## config.mk

```make
export PLATFORM = sky130hd
export DESIGN_NAME = core_instr_queue
export DESIGN_NICKNAME = d
export VERILOG_FILES = /design/src/rtl/core_instr_queue_pkg.sv /design/src/rtl/core_instr_queue_instr_fifo.sv /design/src/rtl/core_instr_queue.sv
export SDC_FILE = /design/constraint.sdc
export NUM_CORES = 1
export LEC_CHECK = 0
export CAP_MARGIN = 30
export CORE_AREA = 2 2 76 78
export DETAILED_ROUTE_END_ITERATION = 8
export DIE_AREA = 0 0 78 80
export PLACE_DENSITY = 0.77
export SLEW_MARGIN = 15
export SYNTH_ARGS = -nofsm -noshare
export SYNTH_HDL_FRONTEND = slang
export SYNTH_SLANG_ARGS = --single-unit
```

## constraint.sdc

```tcl
create_clock -name clock -period 2.8 [get_ports clock]
set_clock_uncertainty 0.2 [all_clocks]
set_input_delay 0.42 -clock clock [delete_from_list [all_inputs] [get_ports clock]]
set_output_delay 0.42 -clock clock [all_outputs]
set_load 0.005 [all_outputs]
```

## src/rtl/core_instr_queue_pkg.sv

```systemverilog
// Shared instruction-word definitions for the processor front end, the issue queue and core decode.
// The word layout is: class bit, 8-bit opcode, then three 2-bit register fields.
package core_instr_queue_pkg;

    localparam int unsigned WIDTH   = 16;
    localparam int unsigned INSTR_W = WIDTH - 1;
    localparam int unsigned DEPTH   = 4;

    // addnv reg0,reg0: the architectural no-op, also the idle value on the issue port
    localparam logic [INSTR_W-1:0] NOP_INSTR = 15'b1_0000_1011_00_00_00;

    localparam int unsigned REG_W     = 2;
    localparam int unsigned OPC_W     = 8;
    localparam int unsigned CLASS_BIT = 14;
    localparam int unsigned OPC_LSB   = 6;
    localparam int unsigned RD_LSB    = 4;
    localparam int unsigned RS1_LSB   = 2;
    localparam int unsigned RS0_LSB   = 0;

    typedef enum logic {
        CLASS_SCALAR = 1'b0,
        CLASS_VECTOR = 1'b1
    } instr_class_e;

    typedef struct packed {
        instr_class_e     cls;
        logic [OPC_W-1:0] opcode;
        logic [REG_W-1:0] rd;
        logic [REG_W-1:0] rs1;
        logic [REG_W-1:0] rs0;
    } instr_t;

    function automatic instr_t instr_fields(input logic [INSTR_W-1:0] word);
        return instr_t'(word);
    endfunction

endpackage

```

## src/rtl/core_instr_queue_instr_fifo.sv

```systemverilog
// Generic DEPTH x W synchronous FIFO with occupancy count and synchronous clear.
// Full/empty derive from the count; pointers simply wrap modulo DEPTH.
module instr_fifo #(
    parameter int unsigned DEPTH = 4,
    parameter int unsigned W     = 15
) (
    input  logic                       clock,
    input  logic                       reset_n,
    input  logic                       push,
    input  logic                       pop,
    input  logic                       clear,
    input  logic [W-1:0]               wr_data,
    output logic [W-1:0]               rd_data,
    output logic [$clog2(DEPTH):0]     count,
    output logic                       full,
    output logic                       empty
);

    localparam int unsigned PTR_W = $clog2(DEPTH);
    localparam int unsigned CNT_W = PTR_W + 1;

    logic [W-1:0]     mem_q [DEPTH];
    logic [PTR_W-1:0] wr_ptr_q, wr_ptr_d;
    logic [PTR_W-1:0] rd_ptr_q, rd_ptr_d;
    logic [CNT_W-1:0] count_q, count_d;
    logic             push_ok;
    logic             pop_ok;

    assign full    = (count_q == CNT_W'(DEPTH));
    assign empty   = (count_q == '0);
    assign push_ok = push & ~full & ~clear;
    assign pop_ok  = pop & ~empty & ~clear;

    // Next-state for pointers and occupancy; clear wins over everything
    always_comb begin
        wr_ptr_d = wr_ptr_q;
        rd_ptr_d = rd_ptr_q;
        count_d  = count_q;
        if (clear) begin
            wr_ptr_d = '0;
            rd_ptr_d = '0;
            count_d  = '0;
        end else begin
            if (push_ok) begin
                wr_ptr_d = wr_ptr_q + PTR_W'(1);
            end
            if (pop_ok) begin
                rd_ptr_d = rd_ptr_q + PTR_W'(1);
            end
            count_d = count_q + CNT_W'(push_ok) - CNT_W'(pop_ok);
        end
    end

    always_ff @(posedge clock or negedge reset_n) begin
        if (!reset_n) begin
            wr_ptr_q <= '0;
            rd_ptr_q <= '0;
            count_q  <= '0;
        end else begin
            wr_ptr_q <= wr_ptr_d;
            rd_ptr_q <= rd_ptr_d;
            count_q  <= count_d;
        end
    end

    // Storage is not reset; entries are only observable through count
    always_ff @(posedge clock) begin
        if (push_ok) begin
            mem_q[wr_ptr_q] <= wr_data;
        end
    end

    assign rd_data = mem_q[rd_ptr_q];
    assign count   = count_q;

endmodule

```

## src/rtl/core_instr_queue.sv

```systemverilog
// In-order issue queue between the instruction processor and the vector core.
// Adds NOP filtering, flush priority and the drained indication around instr_fifo.
module core_instr_queue
    import core_instr_queue_pkg::*;
#(
    parameter int unsigned       WIDTH    = core_instr_queue_pkg::WIDTH,
    parameter int unsigned       DEPTH    = core_instr_queue_pkg::DEPTH,
    parameter logic [WIDTH-2:0]  NOP      = NOP_INSTR,
    parameter bit                DROP_NOP = 1'b1
) (
    input  logic                     clock,
    input  logic                     reset_n,
    input  logic                     in_valid,
    input  logic [WIDTH-2:0]         in_instr,
    output logic                     stall,
    input  logic                     flush,
    output logic                     out_valid,
    output logic [WIDTH-2:0]         out_instr,
    input  logic                     out_ready,
    output logic [$clog2(DEPTH):0]   count,
    output logic                     drained
);

    localparam int unsigned IW    = WIDTH - 1;
    localparam int unsigned CNT_W = $clog2(DEPTH) + 1;

    logic             fifo_full;
    logic             fifo_empty;
    logic [IW-1:0]    fifo_rd_data;
    logic [CNT_W-1:0] fifo_count;
    logic             drop_word;
    logic             push;
    logic             pop;

    // NOPs never reach the core when filtering is enabled
    assign drop_word = DROP_NOP && (in_instr == NOP);
    assign push      = in_valid & ~fifo_full & ~flush & ~drop_word;
    assign pop       = ~fifo_empty & out_ready & ~flush;

    instr_fifo #(
        .DEPTH (DEPTH),
        .W     (IW)
    ) u_fifo (
        .clock   (clock),
        .reset_n (reset_n),
        .push    (push),
        .pop     (pop),
        .clear   (flush),
        .wr_data (in_instr),
        .rd_data (fifo_rd_data),
        .count   (fifo_count),
        .full    (fifo_full),
        .empty   (fifo_empty)
    );

    // Issue-side view is purely a function of queue state, never of out_ready
    assign stall     = fifo_full;
    assign out_valid = ~fifo_empty;
    assign out_instr = fifo_empty ? NOP : fifo_rd_data;
    assign count     = fifo_count;
    assign drained   = (fifo_count == '0) & ~in_valid;

endmodule
```

==> summary.txt, run 1 <==
Status
  – Status: completed

Synth
  – Synthesized area: 2813 µm²
  – Synth Instances: 147
  – Largest family of logic cells by synthesized area: multiplexers
  – Net Count, Synth: 174
  – Multiplexer share of the synthesized area: 12.94%
  – Synth Register Bits: 67
  – Syn avg cell area: 19.13 µm²
  – Ys Warns: 0
  – Synth cell types: 30
  – Sequential-to-total area share from yosys stat: between 70% and 80%
  – Post-Synth Adder-Cell Area: between 3 and 4%
  – XOR/XNOR share of the synthesized area: 1.246%
  – Area share of and/or/nand/nor cells after synthesis: 8.719%
  – Post-synthesis compound-gate area fraction: 0.9342%

GRT
  – GRT met1 Usage: roughly a quarter
  – Largest net degree at the start of global routing: 18
  – Overflow after GRT: 0
  – First-pass GRT wire length: 8024 µm
  – GR peak layer: met2
  – Met2 Track Usage GR: 26.81%
  – Initial antenna violation count: 0
  – GRT met3 Usage: 4.864%
  – Total global-route track usage: 18.17%
  – Vias in the first global route: 1524

Worst setup path
  – Worst r2r path cells: 12
  – Reg2Reg Launch Point: u_fifo.count[1]
  – CP peak stage delay: approximately 550 ps
  – Setup crit start kind: flop
  – Buffers and inverters on the worst path: 2
  – FF-to-FF End: u_fifo.count[2]
  – Reg2reg setup slack: 180 ps
  – Crit path cell chain: buf_12 -> mux4_1 -> or2_1 -> clkdlybuf4s50_1
  – Levels on crit path: 4
  – Arrival @ worst endpoint: between 2000 and 2500 ps
  – Kind of critical path: flop to primary output
  – Slowest CP cell: mux4_1
  – CP max FO: 8
  – Crit path capture type: primary output
  – Req. time, crit path: 2180 ps
  – Delay-heaviest family, CP: buffers and inverters

STA
  – Headroom to the max-slew limit: 45.41%
  – Peak Freq: 364.2 MHz
  – Max-slew violation count: 0
  – Slew @ Worst Pin: approximately 820 ps
  – Setup violation total in the final timing report: 0
  – Period minus WS final: 2746 ps
  – Final period util: 98.07%
  – Final Hold Viols: 0

Clocking
  – Clock slew at reported path FFs: about 70 ps
  – Hold_buf cts: 0
  – Max clock buf depth: 2
  – Clock sinks: 67
  – H-tree Lvls: 3
  – Num CTS Buffers: 9
  – Clk_lat worst skew: 330 ps
  – CTS tree: done
  – Clock root buffer: clkbuf_8

Power
  – Final Power: between 2000 and 3000 µW
  – PD cells: 800.4 nW/µm²
  – VDD IR max: ~0.46 mV
  – P_leak: 0.001241 µW

Detailed routing
  – Routed wire per std cell: 18.59 µm
  – Routed vias: 1511
  – Drc violations: 0
  – Post-DRT Antenna Nets: 0
  – Routed wire length: 5242 µm
  – Pre-antenna DRT Iters: 4
  – Initial drt markers: between 80 and 90
  – Vias per Instance: 5.358

Die
  – Die height: 80 µm
  – Die W: ~78 µm
  – Ports: 41
  – Num rows: 27
  – Core Box Area: 5405 µm²
  – Initial core utilization: 52.04%
  – Die area: between 6000 and 7000 µm²

Layout
  – Multi-input logic area: 765.7 µm²
  – Finished Cell Area: 3537 µm²
  – Register area: between 1500 and 2000 µm²
  – Antenna cells: 0
  – Post-Route Utilization: 65.44%
  – Final Non-Filler Cells: ~280
  – Number of fill cells in the layout: 371
  – Share of final-layout standard cells stronger than drive strength 1: 17.14%
  – Nets@finish: between 200 and 250
  – Layout Area Growth over Synthesis: 25.76%

Place
  – Detailed placement HPWL: 3408 µm
  – Final RePlAce weighted congestion: just under 0.8
  – Area post-placement: 3336 µm²
  – Port bufs: 40
  – Placed cells: 262

Job
  – Max Cap Viol: 0

Hold path
  – HP Class: input port to asynchronous set/reset pin
-- flip-flops by register name, indices dropped and copies added (netlist names) --
register and count:
u_fifo.rd_ptr_q 2, u_fifo.wr_ptr_q 2, u_fifo.mem_q 60, u_fifo.count 3
-- through the flow --
step	worst slack, ps	setup TNS, ps	hold WS, ps
floorplan	262.4	0	-75.59
global placement	-0.8804	-0.8804	362.5
detailed placement	-36.03	-36.03	416.8
CTS	17.33	0	149.6
global route	-2.770	-3.439	151.2
finish	53.97	0	154.2
-- power by group --
group / switching (µW) / total (µW) / internal (µW)
Clock: 324 / 637 / 313
Sequential: 48.0 / 1220 / 1180
Combinational: 376 / 971 / 595
-- Yosys cell counts --
cell      count  area (µm²)
and2_1       11       68.82
and2_4        1       8.760
and3_1        4       25.02
buf_12        1       20.02
buf_2         1       5.000
buf_6         1       11.26
clkbuf_1      3       11.26
dfrtp_1       7       175.2
edfxtp_1     60        1802
fa_1          1       20.02
ha_1          6       75.07
inv_1         6       22.52
mux4_1        7       183.9
mux4_2        8       180.2
nand2_1       1       3.750
nand2b_1      1       6.260
nand3_1       3       15.01
nand4_1       1       6.260
nor2_1        6       22.52
nor2b_1       1       6.260
nor3_1        2       10.01
nor3b_1       1       7.510
nor3b_2       1       12.51
nor4b_1       2       17.52
nor4bb_1      1       10.01
o21ai_1       1       5.000
o31ai_4       1       21.27
or2_1         4       25.02
xnor2_1       1       8.760
xor2_1        3       26.28
-- cell usage in the layout (no fill, tap or decap), types with 2 or more instances in the layout --
cell,n
clkinv_2,2
buf_4,11
nor3_1,2
and2_1,11
clkdlybuf4s50_1,40
edfxtp_1,60
dfrtp_1,6
clkbuf_8,9
ha_1,6
xor2_1,3
inv_1,6
mux4_1,7
nand3_1,3
mux4_2,8
and3_1,4
clkbuf_1,3
clkinv_1,2
nor4b_1,2
or2_1,4
nor2_1,6
-- what timing repair did --
| action | CTS | global route |
|---|---|---|
| setup endpoints to repair | 0 | 3 |
| resized for setup | 0 | 1 |
| buffers inserted | 0 | 3 |
-- layout make-up --
type                    count  share of cell area [%]
clock buffers              12                   3.820
clock inverters             4                  0.4952
inverters                   6                  0.6367
multi-input cells          68                   21.65
flip-flops and latches     67                   55.93
well taps                  72                   2.547
repair buffers             53                   14.93
-- layer usage --
layer,up-vias,routed length (µm)
met5,-,0
met4,0,133
met3,13,290
met2,60,2534
met1,742,2283
li1,696,-
-- kinds of logic (layout without fill, tap and decap cells) --
group / count (synthesis) / count (layout)
multiplexers: 15 / 15
AND/OR/NAND/NOR: 40 / 40
flip-flops: 67 / 67
AO/OA/AOI/OAI: 2 / 2
adder cells (fa/ha/maj): 7 / 7
XOR/XNOR: 4 / 4
buffers and inverters: 12 / 75
-- worst max-delay path by stage --
stage	startpoint	endpoint
floorplan	u_fifo.count[1]	u_fifo.count[2]
global placement	in_instr[1]	u_fifo.count[2]
detailed placement	in_instr[9]	u_fifo.count[2]
CTS	u_fifo.rd_ptr_q[0]	out_instr[7]
global route	u_fifo.rd_ptr_q[0]	out_instr[9]
finish	u_fifo.rd_ptr_q[0]	out_instr[6]
No activity file was read; power rests on OpenSTA's default activity.
==> run 2, diff against run 1 <==
Settings changed: TNS_END_PERCENT set to 30.
==> results of run 2 <==
No change in the layout: final DEF, timing and power equal those of run 1.
==> run 3, diff against run 2 <==
Settings changed: SLEW_MARGIN 15 to not set.
==> results of run 3 <==
No change in the layout: final DEF, timing and power equal those of run 1.
